==> src/rtl/controle_busca_raio_if.sv <==
`default_nettype none
// ============================================================================
// Module      : controle_busca_raio_if
// Description : Bundle between the radius-search controller and its
//               environment (start/result handshake plus the four quadrant
//               searchers).
//               master : environment side (drives start and searcher results)
//               slave  : controller side (drives radius, enables and results)
// Revision    : 1.0 - initial release
// ============================================================================
interface controle_busca_raio_if #(
   parameter int tamanhoDistancia = 8
);
   // Start request and per-quadrant searcher reports
   logic                          iniciar;
   logic [tamanhoDistancia-1:0]   raioMaximo;
   logic [3:0]                    acabouCalculoLocal;
   logic [3:0]                    operacaoFinalizada;
   logic [4*tamanhoDistancia-1:0] candidatoAtual;
   logic [4*tamanhoDistancia-1:0] coordenadaCandidatoX;
   logic [4*tamanhoDistancia-1:0] coordenadaCandidatoY;

   // Controller outputs
   logic                          enableBusca;
   logic [tamanhoDistancia-1:0]   raio;
   logic                          raioAtualizado;
   logic                          ocupado;
   logic                          pronto;
   logic                          encontrado;
   logic [tamanhoDistancia-1:0]   melhorDistancia;
   logic [tamanhoDistancia-1:0]   melhorX;
   logic [tamanhoDistancia-1:0]   melhorY;
   logic [1:0]                    melhorQuadrante;
   logic                          erroTimeout;

   modport master (
      output iniciar, raioMaximo, acabouCalculoLocal, operacaoFinalizada,
             candidatoAtual, coordenadaCandidatoX, coordenadaCandidatoY,
      input  enableBusca, raio, raioAtualizado, ocupado, pronto, encontrado,
             melhorDistancia, melhorX, melhorY, melhorQuadrante, erroTimeout
   );

   modport slave (
      input  iniciar, raioMaximo, acabouCalculoLocal, operacaoFinalizada,
             candidatoAtual, coordenadaCandidatoX, coordenadaCandidatoY,
      output enableBusca, raio, raioAtualizado, ocupado, pronto, encontrado,
             melhorDistancia, melhorX, melhorY, melhorQuadrante, erroTimeout
   );
endinterface
`default_nettype wire

==> src/rtl/controle_busca_raio.sv <==
`default_nettype none
// ============================================================================
// Module      : controle_busca_raio
// Description : Expanding-radius search controller. Drives four quadrant
//               searchers with a common enable and a radius that grows from 1
//               up to raioMaximo (or the grid edge). After every radius it
//               waits for all still-active quadrants, lets their result
//               registers settle, and picks the closest valid candidate.
//               A per-radius cycle budget aborts a stuck search.
// Ports       : clock, reset    - rising-edge clock, synchronous active-high
//               bus (slave)     - start/raioMaximo in, quadrant reports in,
//                                 enableBusca/raio/raioAtualizado out,
//                                 ocupado/pronto/encontrado/erroTimeout out,
//                                 melhorDistancia/X/Y/Quadrante out
// Revision    : 1.0 - initial release
// ============================================================================
module controle_busca_raio #(
   parameter int TamanhoMalha     = 20,
   parameter int tamanhoDistancia = 8,
   parameter int LimiteCiclos     = 1023
) (
   input  logic                  clock,
   input  logic                  reset,
   controle_busca_raio_if.slave  bus
);

   localparam int W  = tamanhoDistancia;
   localparam int CW = $clog2(LimiteCiclos + 1);

   localparam logic [W-1:0]  c_RAIO_LIMITE   = W'(TamanhoMalha - 1);
   localparam logic [CW-1:0] c_CONT_FIM      = CW'(LimiteCiclos - 1);
   localparam logic [W-1:0]  c_SEM_CANDIDATO = '1;

   typedef enum logic [2:0] {
      OCIOSO        = 3'd0,
      AGUARDA_LOCAL = 3'd1,
      ESTABILIZA    = 3'd2,
      AVALIA        = 3'd3,
      AVANCA_RAIO   = 3'd4,
      CONCLUIDO     = 3'd5
   } estado_t;

   estado_t         r_estado;
   logic [W-1:0]    r_raio;
   logic [W-1:0]    r_raio_max;
   logic [3:0]      r_ativo;
   logic [CW-1:0]   r_contador;
   logic            r_estab;
   logic            r_enable;
   logic            r_raio_atualizado;
   logic            r_ocupado;
   logic            r_pronto;
   logic            r_encontrado;
   logic            r_erro;
   logic [W-1:0]    r_melhor_dist;
   logic [W-1:0]    r_melhor_x;
   logic [W-1:0]    r_melhor_y;
   logic [1:0]      r_melhor_q;

   // Registered copies of the searcher results; selection only looks at these
   logic [3:0]      r_fin;
   logic [4*W-1:0]  r_cand;
   logic [4*W-1:0]  r_cx;
   logic [4*W-1:0]  r_cy;

   logic            w_valido;
   logic [1:0]      w_idx;
   logic [W-1:0]    w_dist;
   logic [3:0]      w_ativo_novo;

   // Minimum distance among active quadrants holding a real candidate.
   // Strict '<' keeps the lower index on ties.
   always_comb begin
      w_valido = 1'b0;
      w_idx    = 2'd0;
      w_dist   = '1;
      for (int q = 0; q < 4; q++) begin
         if (r_ativo[q] && (r_cand[q*W +: W] != c_SEM_CANDIDATO) &&
             (!w_valido || (r_cand[q*W +: W] < w_dist))) begin
            w_valido = 1'b1;
            w_idx    = 2'(q);
            w_dist   = r_cand[q*W +: W];
         end
      end
   end

   assign w_ativo_novo = r_ativo & ~r_fin;

   always_ff @(posedge clock) begin
      if (reset) begin
         r_estado          <= OCIOSO;
         r_raio            <= '0;
         r_raio_max        <= '0;
         r_ativo           <= 4'b0000;
         r_contador        <= '0;
         r_estab           <= 1'b0;
         r_enable          <= 1'b0;
         r_raio_atualizado <= 1'b0;
         r_ocupado         <= 1'b0;
         r_pronto          <= 1'b0;
         r_encontrado      <= 1'b0;
         r_erro            <= 1'b0;
         r_melhor_dist     <= '0;
         r_melhor_x        <= '0;
         r_melhor_y        <= '0;
         r_melhor_q        <= 2'd0;
         r_fin             <= 4'b0000;
         r_cand            <= '1;
         r_cx              <= '0;
         r_cy              <= '0;
      end else begin
         r_fin             <= bus.operacaoFinalizada;
         r_cand            <= bus.candidatoAtual;
         r_cx              <= bus.coordenadaCandidatoX;
         r_cy              <= bus.coordenadaCandidatoY;
         r_raio_atualizado <= 1'b0;
         r_pronto          <= 1'b0;

         case (r_estado)
            OCIOSO: begin
               if (bus.iniciar) begin
                  r_ocupado     <= 1'b1;
                  r_encontrado  <= 1'b0;
                  r_erro        <= 1'b0;
                  r_melhor_dist <= '0;
                  r_melhor_x    <= '0;
                  r_melhor_y    <= '0;
                  r_melhor_q    <= 2'd0;
                  r_raio_max    <= bus.raioMaximo;
                  r_contador    <= '0;
                  if (bus.raioMaximo != '0) begin
                     r_raio   <= W'(1);
                     r_enable <= 1'b1;
                     r_ativo  <= 4'b1111;
                     r_estado <= AGUARDA_LOCAL;
                  end else begin
                     // Nothing to search: report an empty result at once
                     r_raio   <= '0;
                     r_ativo  <= 4'b0000;
                     r_pronto <= 1'b1;
                     r_estado <= CONCLUIDO;
                  end
               end
            end

            AGUARDA_LOCAL: begin
               if (r_contador == c_CONT_FIM) begin
                  r_erro       <= 1'b1;
                  r_encontrado <= 1'b0;
                  r_enable     <= 1'b0;
                  r_pronto     <= 1'b1;
                  r_estado     <= CONCLUIDO;
               end else begin
                  r_contador <= r_contador + CW'(1);
                  // Dropped quadrants are masked out, so they cannot stall us
                  if ((bus.acabouCalculoLocal & r_ativo) == r_ativo) begin
                     r_estab  <= 1'b0;
                     r_estado <= ESTABILIZA;
                  end
               end
            end

            ESTABILIZA: begin
               // Two cycles so the searchers' result registers and our
               // input copies both reflect the finished radius
               if (r_contador == c_CONT_FIM) begin
                  r_erro       <= 1'b1;
                  r_encontrado <= 1'b0;
                  r_enable     <= 1'b0;
                  r_pronto     <= 1'b1;
                  r_estado     <= CONCLUIDO;
               end else begin
                  r_contador <= r_contador + CW'(1);
                  r_estab    <= 1'b1;
                  if (r_estab) begin
                     r_estado <= AVALIA;
                  end
               end
            end

            AVALIA: begin
               if (w_valido) begin
                  r_encontrado  <= 1'b1;
                  r_melhor_dist <= w_dist;
                  r_melhor_q    <= w_idx;
                  r_melhor_x    <= r_cx[w_idx*W +: W];
                  r_melhor_y    <= r_cy[w_idx*W +: W];
                  r_enable      <= 1'b0;
                  r_pronto      <= 1'b1;
                  r_estado      <= CONCLUIDO;
               end else begin
                  r_ativo <= w_ativo_novo;
                  if ((w_ativo_novo == 4'b0000) || (r_raio == r_raio_max) ||
                      (r_raio == c_RAIO_LIMITE)) begin
                     r_encontrado <= 1'b0;
                     r_enable     <= 1'b0;
                     r_pronto     <= 1'b1;
                     r_estado     <= CONCLUIDO;
                  end else begin
                     // New radius becomes visible together with its pulse
                     r_raio            <= r_raio + W'(1);
                     r_raio_atualizado <= 1'b1;
                     r_contador        <= '0;
                     r_estado          <= AVANCA_RAIO;
                  end
               end
            end

            AVANCA_RAIO: begin
               r_contador <= '0;
               r_estado   <= AGUARDA_LOCAL;
            end

            CONCLUIDO: begin
               r_enable  <= 1'b0;
               r_ocupado <= 1'b0;
               r_estado  <= OCIOSO;
            end

            default: begin
               r_enable  <= 1'b0;
               r_ocupado <= 1'b0;
               r_estado  <= OCIOSO;
            end
         endcase
      end
   end

   assign bus.enableBusca     = r_enable;
   assign bus.raio            = r_raio;
   assign bus.raioAtualizado  = r_raio_atualizado;
   assign bus.ocupado         = r_ocupado;
   assign bus.pronto          = r_pronto;
   assign bus.encontrado      = r_encontrado;
   assign bus.erroTimeout     = r_erro;
   assign bus.melhorDistancia = r_melhor_dist;
   assign bus.melhorX         = r_melhor_x;
   assign bus.melhorY         = r_melhor_y;
   assign bus.melhorQuadrante = r_melhor_q;

endmodule
`default_nettype wire

==> src/flat_wrapper.sv <==
// flat-port wrapper written by rule: the top's interface ports become plain ports
module controle_busca_raio_flat 
#(
   parameter int TamanhoMalha     = 20,
   parameter int tamanhoDistancia = 8,
   parameter int LimiteCiclos     = 1023
)
  (clock, reset, bus_iniciar, bus_raioMaximo, bus_acabouCalculoLocal, bus_operacaoFinalizada, bus_candidatoAtual, bus_coordenadaCandidatoX, bus_coordenadaCandidatoY, bus_enableBusca, bus_raio, bus_raioAtualizado, bus_ocupado, bus_pronto, bus_encontrado, bus_melhorDistancia, bus_melhorX, bus_melhorY, bus_melhorQuadrante, bus_erroTimeout);
  controle_busca_raio_if #(.tamanhoDistancia(tamanhoDistancia)) bus_i ();
  input  logic clock;
  input  logic reset;
  input wire logic [$bits(bus_i.iniciar)-1:0] bus_iniciar;
  input wire logic [$bits(bus_i.raioMaximo)-1:0] bus_raioMaximo;
  input wire logic [$bits(bus_i.acabouCalculoLocal)-1:0] bus_acabouCalculoLocal;
  input wire logic [$bits(bus_i.operacaoFinalizada)-1:0] bus_operacaoFinalizada;
  input wire logic [$bits(bus_i.candidatoAtual)-1:0] bus_candidatoAtual;
  input wire logic [$bits(bus_i.coordenadaCandidatoX)-1:0] bus_coordenadaCandidatoX;
  input wire logic [$bits(bus_i.coordenadaCandidatoY)-1:0] bus_coordenadaCandidatoY;
  output wire logic [$bits(bus_i.enableBusca)-1:0] bus_enableBusca;
  output wire logic [$bits(bus_i.raio)-1:0] bus_raio;
  output wire logic [$bits(bus_i.raioAtualizado)-1:0] bus_raioAtualizado;
  output wire logic [$bits(bus_i.ocupado)-1:0] bus_ocupado;
  output wire logic [$bits(bus_i.pronto)-1:0] bus_pronto;
  output wire logic [$bits(bus_i.encontrado)-1:0] bus_encontrado;
  output wire logic [$bits(bus_i.melhorDistancia)-1:0] bus_melhorDistancia;
  output wire logic [$bits(bus_i.melhorX)-1:0] bus_melhorX;
  output wire logic [$bits(bus_i.melhorY)-1:0] bus_melhorY;
  output wire logic [$bits(bus_i.melhorQuadrante)-1:0] bus_melhorQuadrante;
  output wire logic [$bits(bus_i.erroTimeout)-1:0] bus_erroTimeout;
  assign bus_i.iniciar = bus_iniciar;
  assign bus_i.raioMaximo = bus_raioMaximo;
  assign bus_i.acabouCalculoLocal = bus_acabouCalculoLocal;
  assign bus_i.operacaoFinalizada = bus_operacaoFinalizada;
  assign bus_i.candidatoAtual = bus_candidatoAtual;
  assign bus_i.coordenadaCandidatoX = bus_coordenadaCandidatoX;
  assign bus_i.coordenadaCandidatoY = bus_coordenadaCandidatoY;
  assign bus_enableBusca = bus_i.enableBusca;
  assign bus_raio = bus_i.raio;
  assign bus_raioAtualizado = bus_i.raioAtualizado;
  assign bus_ocupado = bus_i.ocupado;
  assign bus_pronto = bus_i.pronto;
  assign bus_encontrado = bus_i.encontrado;
  assign bus_melhorDistancia = bus_i.melhorDistancia;
  assign bus_melhorX = bus_i.melhorX;
  assign bus_melhorY = bus_i.melhorY;
  assign bus_melhorQuadrante = bus_i.melhorQuadrante;
  assign bus_erroTimeout = bus_i.erroTimeout;
  controle_busca_raio #(.TamanhoMalha(TamanhoMalha), .tamanhoDistancia(tamanhoDistancia), .LimiteCiclos(LimiteCiclos)) u_core (.clock(clock), .reset(reset), .bus(bus_i));
endmodule
==> config.mk <==
export PLATFORM = sky130hd
export DESIGN_NAME = controle_busca_raio_flat
export DESIGN_NICKNAME = d
export VERILOG_FILES = /design/src/rtl/controle_busca_raio_if.sv /design/src/rtl/controle_busca_raio.sv /design/src/flat_wrapper.sv
export SDC_FILE = /design/constraint.sdc
export NUM_CORES = 1
export LEC_CHECK = 0
export CORE_MARGIN = 3
export CORE_UTILIZATION = 51
export DETAILED_ROUTE_END_ITERATION = 16
export GPL_ROUTABILITY_DRIVEN = 0
export PLACE_DENSITY = 0.81
export SLEW_MARGIN = 0
export SYNTH_ARGS = -nofsm -noshare
export SYNTH_HDL_FRONTEND = slang
export SYNTH_SLANG_ARGS = --single-unit
==> constraint.sdc <==
create_clock -name clock -period 7.2 [get_ports clock]
set_clock_uncertainty 0.15 [all_clocks]
set_input_delay 1.08 -clock clock [delete_from_list [all_inputs] [get_ports clock]]
set_output_delay 1.08 -clock clock [all_outputs]
set_load 0.1 [all_outputs]
# Yosys cells after proc, flatten, opt, wreduce, memory -nomap -nowiden
# Index checks and enable logic that the tools add are counted.
[totals]
elab_cells = 163
regBits = 166
out_inout_bits = 40
input_bits = 115
[op_classes]
bitwise = 6
magnitude_cmp = 3
eq_ne = 25
mux = 68
add_sub_neg = 2
reduce_logical = 37
shifts = 2
[ops]
columns = ["op", "n"]
rows = [
  ["two-way mux 8 bit", 11],
  ["one-hot mux 8 bit (2 select lines)", 4],
  ["indexed part select 32 x 6 -> 8 bit", 2],
  ["two-way mux 10 bit", 4],
  ["one-hot mux 10 bit (4 select lines)", 1],
  ["!= test 8 bit (second input constant)", 4],
  ["two-way mux 1 bit", 25],
  ["less-than comparator 8 bit", 3],
  ["two-way mux 3 bit", 7],
  ["one-hot mux 3 bit (5 select lines)", 1],
  ["two-way mux 4 bit", 3],
  ["!= test 2 bit (second input constant)", 6],
  ["AND reduction 3 bit", 4],
  ["AND reduction 4 bit", 3],
  ["adder 10 x 1 -> 10 bit (second input constant)", 1],
  ["equality test 10 bit (second input constant)", 1],
  ["AND reduction 5 bit", 2],
  ["!= test 3 x 1 -> 1 bit (second input constant)", 3],
  ["adder 8 x 1 -> 8 bit (second input constant)", 1],
  ["AND 4 bit", 2],
  ["equality test 8 x 5 -> 1 bit (second input constant)", 1],
  ["equality test 8 bit", 1],
  ["two-way mux 2 bit", 4],
  ["!= test 2 x 1 -> 1 bit (second input constant)", 4],
  ["24 further kinds", 45],
]

# Depth between registers and ports, before layout
[depth]
ltp_word = 18
mapped_depth = 29
mapped_depth_nobuf = 25

# Worst setup path before layout
# No wires, ideal clock.
[synth_path]
path_type = "flip-flop to flip-flop"
startpoint = "reg u_core.r_ativo[0]"
endpoint = "reg u_core.r_melhor_x[7], in the netlist u_core.bus.melhorX[7]"
setup_ps = 86
stages_incl_launch_ff = 28
arrival_ps = 5576
path_slack_ps = 1388
synth_period_minus_slack_ps = 5812
path_cell_list = "dfxtp_1 -> inv_1 -> nor2_1 -> ha_1 -> a211o_1 -> o211ai_1 -> or2_2 -> o211ai_1 -> buf_2 -> nand2_1 -> o22ai_1 -> ha_1 -> a211oi_1 -> o221ai_1 -> o31a_1 -> nor2_1 -> clkbuf_1 -> a21oi_1 -> ha_1 -> a21oi_1 -> o21ai_0 -> nor4b_1 -> a41o_1 -> and2_1 -> clkbuf_1 -> buf_2 -> a22oi_1 -> a211oi_1"
[synth_between]
elab_chain_cells = 17
[synth_lines]
columns = ["item", "line_no", "rtl"]
rows = [
  ["start: declaration", "controle_busca_raio.sv:46", "logic [3:0] r_ativo;"],
  ["start signal: assignment", "controle_busca_raio.sv:192", "r_ativo <= w_ativo_novo;"],
  ["logical AND 1 bit *", "controle_busca_raio.sv:78", "if (r_ativo[q] && (r_cand[q*W +: W] != c_SEM_CANDIDATO) &&"],
  ["two-way mux 8 bit / two-way mux 1 bit (equally long branches)", "controle_busca_raio.sv:78", ""],
  ["less-than comparator 8 bit / zero test 1 bit (equally long branches)", "controle_busca_raio.sv:79", "(!w_valido || (r_cand[q*W +: W] < w_dist))) begin"],
  ["logical OR 1 bit", "controle_busca_raio.sv:79", ""],
  ["logical AND 1 bit", "controle_busca_raio.sv:78", ""],
  ["two-way mux 8 bit / two-way mux 1 bit (equally long branches)", "controle_busca_raio.sv:78", ""],
  ["less-than comparator 8 bit / zero test 1 bit (equally long branches)", "controle_busca_raio.sv:79", ""],
  ["logical OR 1 bit", "controle_busca_raio.sv:79", ""],
  ["logical AND 1 bit", "controle_busca_raio.sv:78", ""],
  ["two-way mux 8 bit / two-way mux 1 bit (equally long branches)", "controle_busca_raio.sv:78", ""],
  ["less-than comparator 8 bit / zero test 1 bit (equally long branches)", "controle_busca_raio.sv:79", ""],
  ["logical OR 1 bit", "controle_busca_raio.sv:79", ""],
  ["logical AND 1 bit", "controle_busca_raio.sv:78", ""],
  ["two-way mux 2 bit", "controle_busca_raio.sv:78", ""],
  ["indexed part select 32 x 6 -> 8 bit", "controle_busca_raio.sv:186", "r_melhor_x <= r_cx[w_idx*W +: W];"],
  ["two-way mux 8 bit", "controle_busca_raio.sv:182", "if (w_valido) begin"],
  ["one-hot mux 8 bit (2 select lines)", "controle_busca_raio.sv:119", "case (r_estado)"],
  ["end signal: assignment", "controle_busca_raio.sv:186", ""],
  ["end: declaration", "controle_busca_raio.sv:56", "logic [W-1:0] r_melhor_x;"],
]
# Mark *: on every way between the ends. The rest lies on a longest branch, timed or not. The select of a mux whose other input is x is not followed.
# A chain may end at the register's enable or synchronous reset.

# Worst setup path in the final report
[layout_path]
startpoint = "reg u_core.r_ativo[0]"
endpoint = "reg u_core.r_melhor_y[1], in the netlist u_core.bus.melhorY[1]"
[layout_between]
elab_chain_cells = 17
[layout_lines]
columns = ["item", "line_no", "rtl"]
rows = [
  ["logical AND 1 bit *", "controle_busca_raio.sv:78", ""],
  ["two-way mux 8 bit / two-way mux 1 bit (equally long branches)", "controle_busca_raio.sv:78", ""],
  ["less-than comparator 8 bit / zero test 1 bit (equally long branches)", "controle_busca_raio.sv:79", ""],
  ["logical OR 1 bit", "controle_busca_raio.sv:79", ""],
  ["logical AND 1 bit", "controle_busca_raio.sv:78", ""],
  ["two-way mux 8 bit / two-way mux 1 bit (equally long branches)", "controle_busca_raio.sv:78", ""],
  ["less-than comparator 8 bit / zero test 1 bit (equally long branches)", "controle_busca_raio.sv:79", ""],
  ["logical OR 1 bit", "controle_busca_raio.sv:79", ""],
  ["logical AND 1 bit", "controle_busca_raio.sv:78", ""],
  ["two-way mux 8 bit / two-way mux 1 bit (equally long branches)", "controle_busca_raio.sv:78", ""],
  ["less-than comparator 8 bit / zero test 1 bit (equally long branches)", "controle_busca_raio.sv:79", ""],
  ["logical OR 1 bit", "controle_busca_raio.sv:79", ""],
  ["logical AND 1 bit", "controle_busca_raio.sv:78", ""],
  ["two-way mux 2 bit", "controle_busca_raio.sv:78", ""],
  ["indexed part select 32 x 6 -> 8 bit", "controle_busca_raio.sv:187", "r_melhor_y <= r_cy[w_idx*W +: W];"],
  ["two-way mux 8 bit", "controle_busca_raio.sv:182", ""],
  ["one-hot mux 8 bit (2 select lines)", "controle_busca_raio.sv:119", ""],
  ["end signal: assignment", "controle_busca_raio.sv:187", ""],
  ["end: declaration", "controle_busca_raio.sv:57", "logic [W-1:0] r_melhor_y;"],
]
# Marks and branches as above.

==> load_flow_metrics.sql <==
INSERT INTO impl_metrics (metric_group, metric, value, unit) VALUES
('floorplanning', 'die_y', '123.8', 'um'),
('critical_path', 'crit_path_end', 'u_core.bus.melhorY[1]$_SDFFE_PP0P_', ''),
('floorplanning', 'num_rows', '42', ''),
('global_route', 'grt_antenna_before_repair', '0', ''),
('layout', 'area_growth_from_synthesis_to_layout', '31.75', '%'),
('yosys', 'yosysWarningCount', '0', ''),
('yosys', 'number_of_enable_type_register_cells_in_the_synthesized_netlist', '0', ''),
('sta', 'share_of_the_clock_period_used_by_the_worst_path', '0.9078', ''),
('floorplanning', 'design.die.area', '15320', 'um^2'),
('layout', 'n_fill_cell', '1033', ''),
('worst_hold_path', 'holdCritStartpoint', 'u_core.bus.melhorDistancia[6]$_SDFFE_PP0P_', ''),
('yosys', 'async_reset_ff_frac', '0', ''),
('critical_path', 'critical_path.reg2reg.endpoint', 'u_core.bus.melhorY[1]$_SDFFE_PP0P_', ''),
('floorplanning', 'die_w', '123.8', 'um'),
('sta', 'max_slew_margin', '0.2045', ''),
('yosys', 'post_synth.cell_area_avg', '9.198', 'um^2'),
('yosys', 'register_area_share_after_synthesis', '0.4698', ''),
('critical_path', 'critical_path.max_fanout', '23', ''),
('clock_network', 'clk_latency', '0.43', 'ns'),
('floorplanning', 'io_pins', '155', ''),
('yosys', 'synth_area_leaders', 'sky130_fd_sc_hd__dfxtp_1, sky130_fd_sc_hd__nor2b_1, sky130_fd_sc_hd__a21oi_1', ''),
('global_route', 'grt.total_usage', '0.2330', ''),
('sta', 'worstMarginPinSlew', '1.190', 'ns'),
('sta', 'hold_viol_final', '0', ''),
('layout', 'antenna_cells_inserted', '0', ''),
('floorplanning', 'initial_core_util', '0.5278', ''),
('clock_network', 'tritoncts.num_buffers', '17', ''),
('yosys', 'netlist.area_leader.share', '0.4698', ''),
('clock_network', 'clk_root_buffer_cell', 'sky130_fd_sc_hd__clkbuf_16', ''),
('yosys', 'dominantRegCellSynth', 'sky130_fd_sc_hd__dfxtp_1', ''),
('critical_path', 'critical_path.startpoint', 'u_core.r_ativo[0]$_SDFFE_PP0P_', ''),
('power_and_ir_drop', 'leakagePower', '3.543', 'nW'),
('sta', 'fmaxAchievable', '0.1530', 'GHz'),
('sta', 'timing_max_transition_violations_final', '0', ''),
('routing', 'detail_route.vias_per_cell', '5.537', ''),
('clock_network', 'ctsLongestPathBuffers', '2', ''),
('status', 'run_status', 'complete, no violations', ''),
('clock_network', 'clock_sink_count', '166', ''),
('global_route', 'largest_net_degree_at_the_start_of_global_routing', '114', ''),
('routing', 'drt_iter0_markers', '571', ''),
('sta', 'final.setup.tns', '0', 'ns'),
('yosys', 'ys_ff_latch', '166', ''),
('layout', 'multi_input_comb_area', '3545', 'um^2'),
('routing', 'antenna_violating_nets_post_route', '0', ''),
('routing', 'route.vias.total', '6052', ''),
('routing', 'drt-total-wl', '17.42', 'mm'),
('worst_hold_path', 'min-delay-path-class', 'flop to flop', ''),
('sta', 'period_minus_slack', '6.536', 'ns'),
('critical_path', 'worstReg2RegStart', 'u_core.r_ativo[0]$_SDFFE_PP0P_', ''),
('placement', 'detailed_place_hpwl', '12.59', 'mm'),
('critical_path', 'cp-end-kind', 'flop', ''),
('yosys', 'synth.cell_area', '7073', 'um^2'),
('sta', 'rsz0062_at_grt', 'no', ''),
('clock_network', 'cts_tree', 'built', ''),
('critical_path', 'critical_path_arrival', '6.72', 'ns'),
('routing', 'drc', '0', ''),
('global_route', 'global_route_wire_length_before_repair', '28.06', 'mm'),
('critical_path', 'worst_r2r_path_depth', '25', ''),
('worst_hold_path', 'min_delay_path_depth', '2', ''),
('routing', 'drtPass1Iterations', '5', ''),
('yosys', 'post_synth_num_cell_types', '59', ''),
('layout', 'finish.instance_area', '9319', 'um^2'),
('critical_path', 'worstSetupPathType', 'flop to flop', ''),
('layout', 'nets', '1043', ''),
('layout', 'drive_gt1_frac', '0.09051', ''),
('yosys', 'synthDominantAreaCellType', 'sky130_fd_sc_hd__dfxtp_1', ''),
('placement', 'placed_cells', '1061', ''),
('clock_network', 'clkSlewWorstSetupHoldPaths', '0.06', 'ns'),
('clock_network', 'cts_post_setup_buffers_inserted', '0', ''),
('global_route', 'global_route.overflow_total', '0', ''),
('critical_path', 'register_to_register_setup_slack', '0.66', 'ns');
==> critical path, cell delays in order (launching register included) <==
cell,delay (ns)
sky130_fd_sc_hd__dfxtp_1,0.46
sky130_fd_sc_hd__inv_1,0.19
sky130_fd_sc_hd__nor2_1,0.15
sky130_fd_sc_hd__ha_1,0.25
sky130_fd_sc_hd__a211o_1,0.32
sky130_fd_sc_hd__o21ai_1,0.25
sky130_fd_sc_hd__o211ai_1,0.15
sky130_fd_sc_hd__nand2_1,0.20
sky130_fd_sc_hd__o22ai_1,0.15
sky130_fd_sc_hd__ha_1,0.33
sky130_fd_sc_hd__nand4_1,0.13
sky130_fd_sc_hd__nor2_1,0.28
sky130_fd_sc_hd__nand3_1,0.12
sky130_fd_sc_hd__nor3_1,0.26
sky130_fd_sc_hd__o31a_2,0.37
sky130_fd_sc_hd__nor2_1,0.14
sky130_fd_sc_hd__buf_4,0.24
sky130_fd_sc_hd__a21oi_1,0.19
sky130_fd_sc_hd__ha_1,0.27
sky130_fd_sc_hd__a21oi_1,0.13
sky130_fd_sc_hd__o21ai_0,0.13
sky130_fd_sc_hd__nor4b_1,0.33
sky130_fd_sc_hd__a41o_1,0.30
sky130_fd_sc_hd__and2_2,0.47
sky130_fd_sc_hd__a22oi_1,0.18
sky130_fd_sc_hd__a211oi_1,0.29
==> where the power goes <==
group	internal [W]	switching, W
Combinational	0.000348	0.000612
Sequential	0.000996	0.0000826
Clock	0.000567	0.000387
Total	0.00191	0.00108
==> worst min path at each step <==
stage,to
final,u_core.bus.melhorDistancia[6]$_SDFFE_PP0P_
after CTS,u_core.bus.melhorDistancia[6]$_SDFFE_PP0P_
after detailed placement,u_core.bus.melhorDistancia[6]$_SDFFE_PP0P_
after floorplan,u_core.r_raio_max[5]$_SDFFE_PP0P_
after global placement,u_core.bus.erroTimeout$_SDFFE_PP0P_
after global routing,u_core.bus.melhorDistancia[6]$_SDFFE_PP0P_
==> state kept, by name, indices dropped and copies added (netlist names), 10 cells and up <==
name               flops
u_core.r_cand         32
u_core.r_cy           32
u_core.r_contador     10
u_core.r_cx           32
==> cells by family after synthesis <==
| kind of cell | after synthesis | synth area share |
|---|---|---|
| and+or+nand+nor | 272 | 0.2087 |
| AOI/OAI and AO/OA | 214 | 0.1948 |
| DFF | 166 | 0.4698 |
| buffers and inverters | 52 | 0.03025 |
| adders and majority gates | 24 | 0.04246 |
| xor gates and xnor gates | 23 | 0.02848 |
| muxes | 18 | 0.02547 |
==> cells in the final DEF, fill, tap and decap left out, drive strengths merged, types with 21 or more instances in the layout <==
cell type and count:
nand2 45, nor2b 69, clkdlybuf4s50 153, a21oi 67, a211oi 28, o211ai 21, ha 24, dfxtp 166
or2 34, nor2 52, o21ai 41
==> timing repair <==
action	CTS	global route
gates resized for setup	0	3
endpoints found under the setup margin	0	24
hold buffers	0	0
==> per-layer routing <==
| layer | global-route usage | share of wire |
|---|---|---|
| met1 | 0.3104 | 0.44 |
| met2 | 0.3603 | 0.46 |
| met3 | 0.06721 | 0.083 |
| met4 | 0.08581 | 0.021 |
| met5 | 0 | 0 |
==> area by class of cell <==
| type | count | share of cell area |
|---|---|---|
| repair buffers | 157 | 0.1676 |
| clock buffers | 18 | 0.04713 |
| multi-input cells | 551 | 0.3804 |
| well taps | 176 | 0.02363 |
| clock inverters | 14 | 0.02027 |
| flip-flops and latches | 166 | 0.3566 |
| inverters | 11 | 0.004431 |
==> cells in the mapped netlist, types with 4 or more instances <==
cell type and instances:
sky130_fd_sc_hd__nand4_1 18, sky130_fd_sc_hd__nor2b_1 69, sky130_fd_sc_hd__o21ai_0 28, sky130_fd_sc_hd__o21ai_1 12, sky130_fd_sc_hd__dfxtp_1 166, sky130_fd_sc_hd__mux2i_1 18
sky130_fd_sc_hd__a22oi_1 16, sky130_fd_sc_hd__nand2_1 44, sky130_fd_sc_hd__buf_2 6, sky130_fd_sc_hd__nor2_1 51, sky130_fd_sc_hd__nand2b_1 10, sky130_fd_sc_hd__nor3_1 7
sky130_fd_sc_hd__or2_2 34, sky130_fd_sc_hd__and2_1 5, sky130_fd_sc_hd__xnor2_1 10, sky130_fd_sc_hd__ha_1 24, sky130_fd_sc_hd__a211oi_1 28, sky130_fd_sc_hd__o21a_1 4
sky130_fd_sc_hd__inv_1 11, sky130_fd_sc_hd__o22ai_1 12, sky130_fd_sc_hd__a21oi_1 67, sky130_fd_sc_hd__xor2_1 13, sky130_fd_sc_hd__nand3_1 11, sky130_fd_sc_hd__clkbuf_1 30
sky130_fd_sc_hd__and3_1 5, sky130_fd_sc_hd__o211ai_1 21
==> metrics by stage <==
stage / utilization / hold slack, ns / setup slack (ns) / total power [W]
final: 0.6954 / 0.2994 / 0.6637 / 0.002991
after global placement: 0.6479 / 0.2968 / 0.7910 / 0.002017
after detailed placement: 0.6479 / 0.2942 / 0.3405 / 0.002037
after CTS: 0.6948 / 0.3019 / 0.2654 / 0.002990
after global routing: 0.6954 / 0.3282 / 0.01748 / 0.003141
after floorplan: - / 0.2988 / 1.388 / 0.001795
Note: power is estimated with default switching activity, not from simulation.
